`config.mk`:
```
export PLATFORM = sky130hd
export DESIGN_NAME = bids22_round_ledger
export DESIGN_NICKNAME = d
export VERILOG_FILES = /design/src/rtl/bids22_ledger_pkg.sv /design/src/rtl/bids22_result_fifo.sv /design/src/rtl/bids22_round_ledger.sv
export SDC_FILE = /design/constraint.sdc
export NUM_CORES = 1
export LEC_CHECK = 0
export ABC_AREA = 1
export BUFFER_PORTS_ARGS = -buffer_cell sky130_fd_sc_hd__buf_2
export CORE_ASPECT_RATIO = 0.7
export CORE_UTILIZATION = 45
export DETAILED_ROUTE_END_ITERATION = 7
export GPL_TIMING_DRIVEN = 0
export HOLD_SLACK_MARGIN = 0.12
export PLACE_DENSITY = 0.65
export SKIP_LAST_GASP = 1
export SYNTH_ARGS = -nofsm -noshare
export SYNTH_HDL_FRONTEND = slang
export SYNTH_SLANG_ARGS = --single-unit
```
`constraint.sdc`:
```
create_clock -name clk -period 2.9 [get_ports clk]
set_input_delay 0.145 -clock clk [delete_from_list [all_inputs] [get_ports clk]]
set_output_delay 0.145 -clock clk [all_outputs]
set_load 0.005 [all_outputs]
```
`src/rtl/bids22_ledger_pkg.sv`:
```
// Shared types, constants and saturating helpers for the bids22 round ledger.
package bids22_ledger_pkg;

    typedef enum logic [1:0] {
        NONE = 2'b00,
        X    = 2'b01,
        Y    = 2'b10,
        Z    = 2'b11
    } winner_e;

    typedef enum logic {
        ARMED = 1'b0,
        HELD  = 1'b1
    } ledger_state_e;

    // Queue entries carry the widest supported amount; the top narrows to AMT_W.
    localparam int AMT_MAX_W = 32;

    typedef struct packed {
        winner_e                winner;
        logic [AMT_MAX_W-1:0]   amt;
        logic [7:0]             round;
    } ledger_entry_t;

    localparam logic [2:0] DUP_ERR = 3'b101;

    function automatic logic [7:0] sat_inc8(input logic [7:0] v);
        return (v == 8'hFF) ? v : v + 8'd1;
    endfunction

    function automatic logic [31:0] sat_add32(input logic [31:0] a, input logic [31:0] b);
        logic [32:0] s;
        s = {1'b0, a} + {1'b0, b};
        return s[32] ? 32'hFFFF_FFFF : s[31:0];
    endfunction

endpackage

```
`src/rtl/bids22_result_fifo.sv`:
```
// First-word-fall-through queue of ledger entries; head is zero while empty.
module bids22_result_fifo
    import bids22_ledger_pkg::*;
#(
    parameter int DEPTH = 4
) (
    input  logic          clk,
    input  logic          reset,
    input  logic          push,
    input  logic          pop,
    input  ledger_entry_t wr_data,
    output ledger_entry_t rd_data,
    output logic          full,
    output logic          empty
);

    localparam int PTR_W = (DEPTH > 1) ? $clog2(DEPTH) : 1;

    ledger_entry_t      mem_q [DEPTH];
    logic [PTR_W-1:0]   wr_ptr_q;
    logic [PTR_W-1:0]   rd_ptr_q;
    logic [PTR_W:0]     count_q;
    logic [PTR_W:0]     count_d;
    logic               push_s;
    logic               pop_s;

    assign full    = (count_q == (PTR_W+1)'(DEPTH));
    assign empty   = (count_q == {(PTR_W+1){1'b0}});
    // A full queue still accepts a push when the same cycle pops the head.
    assign pop_s   = pop && !empty;
    assign push_s  = push && (!full || pop_s);
    assign rd_data = empty ? '0 : mem_q[rd_ptr_q];

    always_comb begin
        count_d = count_q;
        case ({push_s, pop_s})
            2'b10:   count_d = count_q + (PTR_W+1)'(1);
            2'b01:   count_d = count_q - (PTR_W+1)'(1);
            default: count_d = count_q;
        endcase
    end

    always_ff @(posedge clk) begin
        if (push_s) begin
            mem_q[wr_ptr_q] <= wr_data;
        end
    end

    always_ff @(posedge clk) begin
        if (reset) begin
            wr_ptr_q <= {PTR_W{1'b0}};
            rd_ptr_q <= {PTR_W{1'b0}};
            count_q  <= {(PTR_W+1){1'b0}};
        end else begin
            if (push_s) wr_ptr_q <= wr_ptr_q + PTR_W'(1);
            if (pop_s)  rd_ptr_q <= rd_ptr_q + PTR_W'(1);
            count_q <= count_d;
        end
    end

endmodule

```
`src/rtl/bids22_round_ledger.sv`:
```
// Round-result ledger: edge-detect FSM, winner encoding, saturating statistics.
// Optional BIDS22_LEDGER_CLEAR_EN adds a clr_stats input that zeroes the statistics.
module bids22_round_ledger
    import bids22_ledger_pkg::*;
#(
    parameter int DEPTH = 4,
    parameter int AMT_W = 16
) (
    input  logic             clk,
    input  logic             reset,
`ifdef BIDS22_LEDGER_CLEAR_EN
    input  logic             clr_stats,
`endif
    input  logic             roundOver,
    input  logic             X_win,
    input  logic             Y_win,
    input  logic             Z_win,
    input  logic [AMT_W-1:0] maxBid,
    input  logic [2:0]       err,
    input  logic             rd_en,
    output logic             rd_valid,
    output logic [1:0]       rd_winner,
    output logic [AMT_W-1:0] rd_amt,
    output logic [7:0]       rd_round,
    output logic [7:0]       X_wins,
    output logic [7:0]       Y_wins,
    output logic [7:0]       Z_wins,
    output logic [31:0]      revenue,
    output logic [7:0]       round_cnt,
    output logic [7:0]       dup_cnt,
    output logic             fifo_full,
    output logic             overflow
);

    ledger_state_e  state_q, state_d;
    logic           capture_s;
    logic           clr_s;
    winner_e        winner_s;
    logic [AMT_W-1:0] amt_s;
    ledger_entry_t  wr_entry_s, head_s;
    logic           empty_s;
    logic [7:0]     x_wins_q, y_wins_q, z_wins_q, dup_cnt_q, round_cnt_q;
    logic [7:0]     x_wins_d, y_wins_d, z_wins_d, dup_cnt_d, round_cnt_d;
    logic [31:0]    revenue_q, revenue_d;
    logic           overflow_q, overflow_d;

`ifdef BIDS22_LEDGER_CLEAR_EN
    assign clr_s = clr_stats;
`else
    assign clr_s = 1'b0;
`endif

    always_ff @(posedge clk) begin
        if (reset) state_q <= ARMED;
        else       state_q <= state_d;
    end

    always_comb begin
        state_d = state_q;
        case (state_q)
            ARMED:   state_d = roundOver ? HELD : ARMED;
            HELD:    state_d = roundOver ? HELD : ARMED;
            default: state_d = ARMED;
        endcase
    end

    always_comb begin
        capture_s = 1'b0;
        case (state_q)
            ARMED:   capture_s = roundOver;
            HELD:    capture_s = 1'b0;
            default: capture_s = 1'b0;
        endcase
    end

    // Ties and no-winner rounds both record NONE with a zero amount.
    always_comb begin
        winner_s = NONE;
        amt_s    = {AMT_W{1'b0}};
        case ({X_win, Y_win, Z_win})
            3'b100:  begin winner_s = X; amt_s = maxBid; end
            3'b010:  begin winner_s = Y; amt_s = maxBid; end
            3'b001:  begin winner_s = Z; amt_s = maxBid; end
            default: begin winner_s = NONE; amt_s = {AMT_W{1'b0}}; end
        endcase
    end

    assign wr_entry_s = '{winner: winner_s, amt: AMT_MAX_W'(amt_s), round: round_cnt_q};

    bids22_result_fifo #(.DEPTH(DEPTH)) u_fifo (
        .clk     (clk),
        .reset   (reset),
        .push    (capture_s),
        .pop     (rd_en),
        .wr_data (wr_entry_s),
        .rd_data (head_s),
        .full    (fifo_full),
        .empty   (empty_s)
    );

    generate
        if (AMT_W < AMT_MAX_W) begin : g_amt_unused
            logic unused_amt_s;
            assign unused_amt_s = ^head_s.amt[AMT_MAX_W-1:AMT_W];
        end
    endgenerate

    assign rd_valid  = !empty_s;
    assign rd_winner = head_s.winner;
    assign rd_amt    = head_s.amt[AMT_W-1:0];
    assign rd_round  = head_s.round;

    // A clear coinciding with a capture lets the capture build on the zeroed value.
    always_comb begin
        x_wins_d    = clr_s ? 8'd0  : x_wins_q;
        y_wins_d    = clr_s ? 8'd0  : y_wins_q;
        z_wins_d    = clr_s ? 8'd0  : z_wins_q;
        dup_cnt_d   = clr_s ? 8'd0  : dup_cnt_q;
        revenue_d   = clr_s ? 32'd0 : revenue_q;
        overflow_d  = clr_s ? 1'b0  : overflow_q;
        round_cnt_d = round_cnt_q;
        if (capture_s) begin
            if (winner_s == X) x_wins_d = sat_inc8(x_wins_d);
            else               x_wins_d = x_wins_d;
            if (winner_s == Y) y_wins_d = sat_inc8(y_wins_d);
            else               y_wins_d = y_wins_d;
            if (winner_s == Z) z_wins_d = sat_inc8(z_wins_d);
            else               z_wins_d = z_wins_d;
            if (err == DUP_ERR) dup_cnt_d = sat_inc8(dup_cnt_d);
            else                dup_cnt_d = dup_cnt_d;
            revenue_d   = sat_add32(revenue_d, 32'(amt_s));
            overflow_d  = overflow_d | (fifo_full && !rd_en);
            round_cnt_d = round_cnt_q + 8'd1;
        end else begin
            round_cnt_d = round_cnt_q;
        end
    end

    always_ff @(posedge clk) begin
        if (reset) begin
            x_wins_q    <= 8'd0;
            y_wins_q    <= 8'd0;
            z_wins_q    <= 8'd0;
            dup_cnt_q   <= 8'd0;
            round_cnt_q <= 8'd0;
            revenue_q   <= 32'd0;
            overflow_q  <= 1'b0;
        end else begin
            x_wins_q    <= x_wins_d;
            y_wins_q    <= y_wins_d;
            z_wins_q    <= z_wins_d;
            dup_cnt_q   <= dup_cnt_d;
            round_cnt_q <= round_cnt_d;
            revenue_q   <= revenue_d;
            overflow_q  <= overflow_d;
        end
    end

    assign X_wins    = x_wins_q;
    assign Y_wins    = y_wins_q;
    assign Z_wins    = z_wins_q;
    assign dup_cnt   = dup_cnt_q;
    assign round_cnt = round_cnt_q;
    assign revenue   = revenue_q;
    assign overflow  = overflow_q;

endmodule
```
==> metrics.cfg, run 1 <==
[outcome]
outcome=finished clean

[layout]
syn2layout_area_growth_pct=18.7
final_nets=1353
n_antenna_cell=0
finalInstanceArea_mm2=0.0111
drive_above_1_share_pct=16.5
final_cell_count_no_fill=1582
mostFrequentLayoutCell=nor2_1
layout_common_cells=218 x nor2_1, 191 x nand2_1, 130 x inv_1, 128 x buf_2, 104 x edfxtp_1

[floorplanning]
dieArea_mm2=0.0213
die_y_um=122
core_area_mm2=0.0201
rows=43
fp.dieW_um=174
start_util_pct=46.5
io_pins=127

[worst_setup_path]
path_max_fanout=8
cp.arrival_ps=3010
crit_type=input pin to flip-flop
worst_setup_path_end_kind=flip-flop
critical_path.startpoint=X_win
crit_required_ps=3230
endpoint=revenue[9]
rr_startpoint=state_q
r2r_slack_ps=470
rr_worst_depth=4
r2r_end=u_fifo.mem_q[1][25]
cp-start-kind=input pin

[clocking]
path_clk_slew_ps=80
clk_path_buf_depth=2
htreeDepth=4
clkSinkCount=187
cts_tree=built
cts_root_buf=clkbuf_16
cts_made_buffers=17
clk_latency_ps=440
postCtsSetupRepairBufs=0

[place]
port_buffers=125
place_hpwl_um=17500
gp_congestion=0.925
dp_cells=1541
preCtsSetupSlack_ps=-663
postPlaceCellArea_mm2=0.0103

[route]
highest_layer=met4
finalWirelength_um=24400
wl_met3_um=1520
drc=0
dr_wl_met2_um=10500
wl_met1_um=12100
vias=7991
drtIter0Drc=640
firstDrtPassIters=5
routedWlPerCell_um=15.4
viasPerCell=5.05
ant_nets=0

[sta]
fin_crit_sh_pct=92.5
relSlewSlack_pct=39.3
finalHoldViolCount=0
clock_skew_ps=21.2
setup_violations=0
whs_ps=109
rsz0062_at_grt=no
fin_crit_ps=2680
setup_ws_ps=218
tightest_slew_ps=908
drv_slew=0
max_freq_ghz=0.373

[logic_synthesis]
synth_nets=1199
synth_edf_count=104
synthMuxAreaShare_pct=0
ys_types=38
seq_area_frac_synth_pct=51.3
ys_seq_elements=187
yosysWarnings=0
synth_xor_area_share_pct=2.25
synth_flop_cell=edfxtp_1
synth_compound_area_share_pct=10.6
synth_top_family_by_area=simple AND/OR/NAND/NOR gates
yosys.area_share.simple_pct=24.3
synth_area_mm2=0.00933
synth_cells=1145
syn_avg_cell_area_um2=8.14
synthArstFlopShare_pct=0
synthAdderAreaFrac_pct=3.92

[pwr]
leakage_nw=4.85
total_power_mw=6.93
ir_drop_mv=0.283
p_per_area_mw_per_mm2=626

[run]
drv_cap=0

[global_route]
antenna_found_initial=0
first_global_vias=7067
grt_overflow=0
grt_pass1_wl_um=38100
grt_max_degree=27
grtUsageTotal_pct=23.4

[worst_hold_path]
hold_class=input pin to flip-flop

-- registers in the layout (all words and copies together), names as in the netlist, named ones only --
| name | cells |
|---|---|
| u_fifo.mem_q | 104 |
| revenue | 32 |
| X_wins | 8 |
| Y_wins | 8 |
| Z_wins | 8 |
| dup_cnt | 8 |
| round_cnt | 8 |
| u_fifo.count_q | 3 |
| u_fifo.rd_ptr_q | 2 |
| u_fifo.wr_ptr_q | 2 |
| overflow | 1 |
| state_q | 1 |
-- critical path: stages --
cell and delay, ps:
buf_2 140, nor3_1 240, or2_2 230, a21oi_4 80, nor2_1 470, ha_1 390
nand2_1 190, inv_1 60, nand2_1 60, nand2_1 60, a21oi_1 250, nand2_4 130
nand2_4 130, nand2_2 160, o21ai_0 210, inv_1 50
-- through the flow --
stage | TNS (ps) | util, %
floorplan | 0 | -
global placement | -81230 | 51.3
detailed placement | -17210 | 51.5
CTS | 0 | 54.7
global route | 0 | 55.1
finish | 0 | 55.1
-- routing by layer --
layer  global-route usage (%)  vias up
li1                         -     4058
met1                     35.1     3655
met2                     35.1      260
met3                     3.66       18
met4                     6.09        0
met5                        0        -
-- power by group --
part / switching (mW) / total [mW] / internal [mW]
Combinational: 1.06 / 1.57 / 0.515
Sequential: 0.0631 / 2.99 / 2.93
Clock: 1.13 / 2.36 / 1.24
-- Yosys cell counts, types with 9 or more instances --
library cell  number  area [µm²]
nor2_1           232         871
nand2_1          191         717
inv_1            130         488
edfxtp_1         104        3120
o21ai_0           90         450
a21oi_1           88         440
dfxtp_1           83        1660
nand3_1           54         270
clkbuf_1          28         105
ha_1              26         325
nor3_1            18        90.1
xor2_1            15         131
a31oi_1           10        62.6
buf_4              9        67.6
nand2_2            9        56.3
xnor2_1            9        78.8
-- cell families after synthesis --
kind of cell | Yosys count
AND/OR/NAND/NOR | 536
AO/OA/AOI/OAI | 193
XOR/XNOR | 24
flip-flops | 187
buffers and inverters | 177
adder cells (fa/ha/maj) | 28
-- final cells by class --
| type | instances | area (µm²) |
|---|---|---|
| clock inverter | 15 | 171 |
| inverter | 135 | 507 |
| buffer | 42 | 203 |
| clock buffer | 17 | 425 |
| sequential | 187 | 4780 |
| fill | 1897 | 9000 |
| tap | 270 | 338 |
| multi-input combinational | 781 | 3910 |
| timing repair buffer | 135 | 731 |
-- worst min-delay path by stage --
stage / cells past startpoint / end / from
after floorplan: 2 / state_q / roundOver
after global placement: 3 / state_q / roundOver
after detailed placement: 3 / state_q / roundOver
after CTS: 3 / u_fifo.mem_q[1][16] / maxBid[8]
after global routing: 3 / u_fifo.mem_q[2][17] / maxBid[9]
final: 3 / u_fifo.mem_q[2][17] / maxBid[9]
-- repair_timing --
action	CTS	global route
hold buffers	4	5
endpoints found under the hold margin	8	13
endpoints found under the setup margin	25	24
gates resized for setup	1	14
Power figures use the tool's default switching activity.
==> run 2: changes to the inputs <==
==> constraint.sdc (replaced) <==
create_clock -name clk -period 2.9 [get_ports clk]
set_input_delay 0.29 -clock clk [delete_from_list [all_inputs] [get_ports clk]]
set_output_delay 0.29 -clock clk [all_outputs]
set_load 0.005 [all_outputs]
==> run 2 against run 1 <==
Against the previous run:
- die area did not move
- first-iteration DRC count is 0.16% lower
- critical endpoint is now revenue[18]
- register-to-register slack barely moved
- combinational power barely moved
- non-clock buffer count shrank 5
- total power is 0.39% higher
==> metrics.cfg, run 2 (same netlist as run 1, synthesis figures left out) <==
[outcome]
outcome=finished clean

[sta]
clock_skew_ps=14.6
fin_crit_sh_pct=92.8
setup_violations=0
setup_ws_ps=209
relSlewSlack_pct=39.4
fin_crit_ps=2690
drv_slew=0
rsz0062_at_grt=yes
finalHoldViolCount=0
fin_setup_tns_ps=0
whs_ps=253
max_freq_ghz=0.372
tightest_slew_ps=907

[global_route]
grt_overflow=0
first_global_vias=7060
grt_max_degree=27
grtUsageTotal_pct=23.4
grt_pass1_wl_um=38100
antenna_found_initial=0

[route]
ant_nets=0
firstDrtPassIters=4
routedWlPerCell_um=15.5
drc=0
drtIter0Drc=639
viasPerCell=5.06
finalWirelength_um=24400
vias=7977

[pwr]
leakage_nw=4.86
p_per_area_mw_per_mm2=625
total_power_mw=6.95
ir_drop_mv=0.284

[layout]
final_nets=1348
top_register=u_fifo.mem_q
largest_reg_flops=104
syn2layout_area_growth_pct=19.2
regArea_mm2=0.00478
n_antenna_cell=0
fillers=1888
layout_common_cells=212 x nor2_1, 189 x nand2_1, 130 x inv_1, 128 x buf_2, 104 x edfxtp_1
final_util_pct=55.4
mostFrequentLayoutCell=nor2_1
drive_above_1_share_pct=17.8
multi_input_area_mm2=0.00398

[floorplanning]
rows=43
fp.dieW_um=174
core_area_mm2=0.0201
dieArea_mm2=0.0213
start_util_pct=46.5
die_y_um=122
io_pins=127

[place]
preCtsSetupSlack_ps=-808
port_buffers=125
place_hpwl_um=17500
gp_congestion=0.925

[clocking]
htreeDepth=4
cts_tree=built
clk_latency_ps=440
clk_path_buf_depth=2
path_clk_slew_ps=70
clkSinkCount=187
cts_made_buffers=17
cts_root_buf=clkbuf_16

[worst_setup_path]
path_max_fanout=8
cp-start-kind=input pin
crit_type=input pin to flip-flop
cp.arrival_ps=2990
crit_required_ps=3200
worst_setup_path_end_kind=flip-flop

[worst_hold_path]
hold_class=input pin to flip-flop

[run]
drv_cap=0

==> run 2: cell count changes in the layout (fill, tap and decap cells not counted), moves of 2 or more <==
cell	previous run	this run
dlygate4sd3_1	9	1
nor2_1	218	212
nor2_4	8	11
nor2_2	12	15
nand2_1	191	189
ha_4	0	2
nand2_2	9	11
ha_1	26	23
==> run 2: timing repair <==
action / in CTS / in global routing
setup endpoints to repair: 32 / 24
hold endpoints to repair: 1 / 0
hold buffers: 1 / 0
resized for setup: 3 / 32
setup buffers: 0 / 2
gates cloned: 0 / 1
==> run 2: final timing paths <==
check / startpoint / endpoint / slack [ps] / cells past startpoint
worst min-delay path: rd_en / overflow / 250 / 4
worst max-delay path: X_win / revenue[18] / 210 / 19
worst max register to register: state_q / u_fifo.mem_q[1][2] / 470 / 4
worst min register to register: u_fifo.rd_ptr_q[0] / u_fifo.rd_ptr_q[0] / 490 / 1
==> run 2: per-layer routing <==
layer / part of all wire (%) / GRT usage, % / vias to the layer above
li1: - / - / 4045
met1: 49 / 35.1 / 3648
met2: 43 / 35.1 / 263
met3: 6.3 / 3.69 / 21
met4: 1.1 / 6.09 / 0
met5: 0 / 0 / -
==> run 2: power breakdown <==
group	internal [mW]	switching [mW]
combinational	0.529	1.06
clock	1.24	1.13
sequential	2.93	0.0647
total	4.69	2.26
==> run 2: layout make-up <==
| type | count | share of cell area (%) |
|---|---|---|
| sequential | 187 | 43.0 |
| multi-input combinational | 781 | 35.8 |
| timing repair buffer | 130 | 6.33 |
| inverter | 135 | 4.56 |
| clock buffer | 17 | 3.83 |
| tap | 270 | 3.04 |
| buffer | 42 | 1.90 |
| clock inverter | 15 | 1.54 |
==> run 2: metrics by stage <==
| step | std cells | instance area (µm²) |
|---|---|---|
| after detailed placement | 1541 | 10300 |
| after global routing | 1577 | 11100 |
| after floorplan | 1145 | 9330 |
| final | 1577 | 11100 |
| after CTS | 1574 | 10900 |
| after global placement | 1540 | 10300 |
==> run 2: worst max-delay path: stages <==
cell     delay (ps)
buf_2           140
nor3_1          240
or2_2           230
a21oi_4          50
buf_12          150
nor2_1          370
ha_1            370
nand2_1         210
inv_1            60
nand2_1          60
nand2_1          80
inv_1            60
nand3_1         150
nand2_1         110
nand2_1         110
nand3_1         100
nand2_1          50
nor2_1           90
nor2_1           40
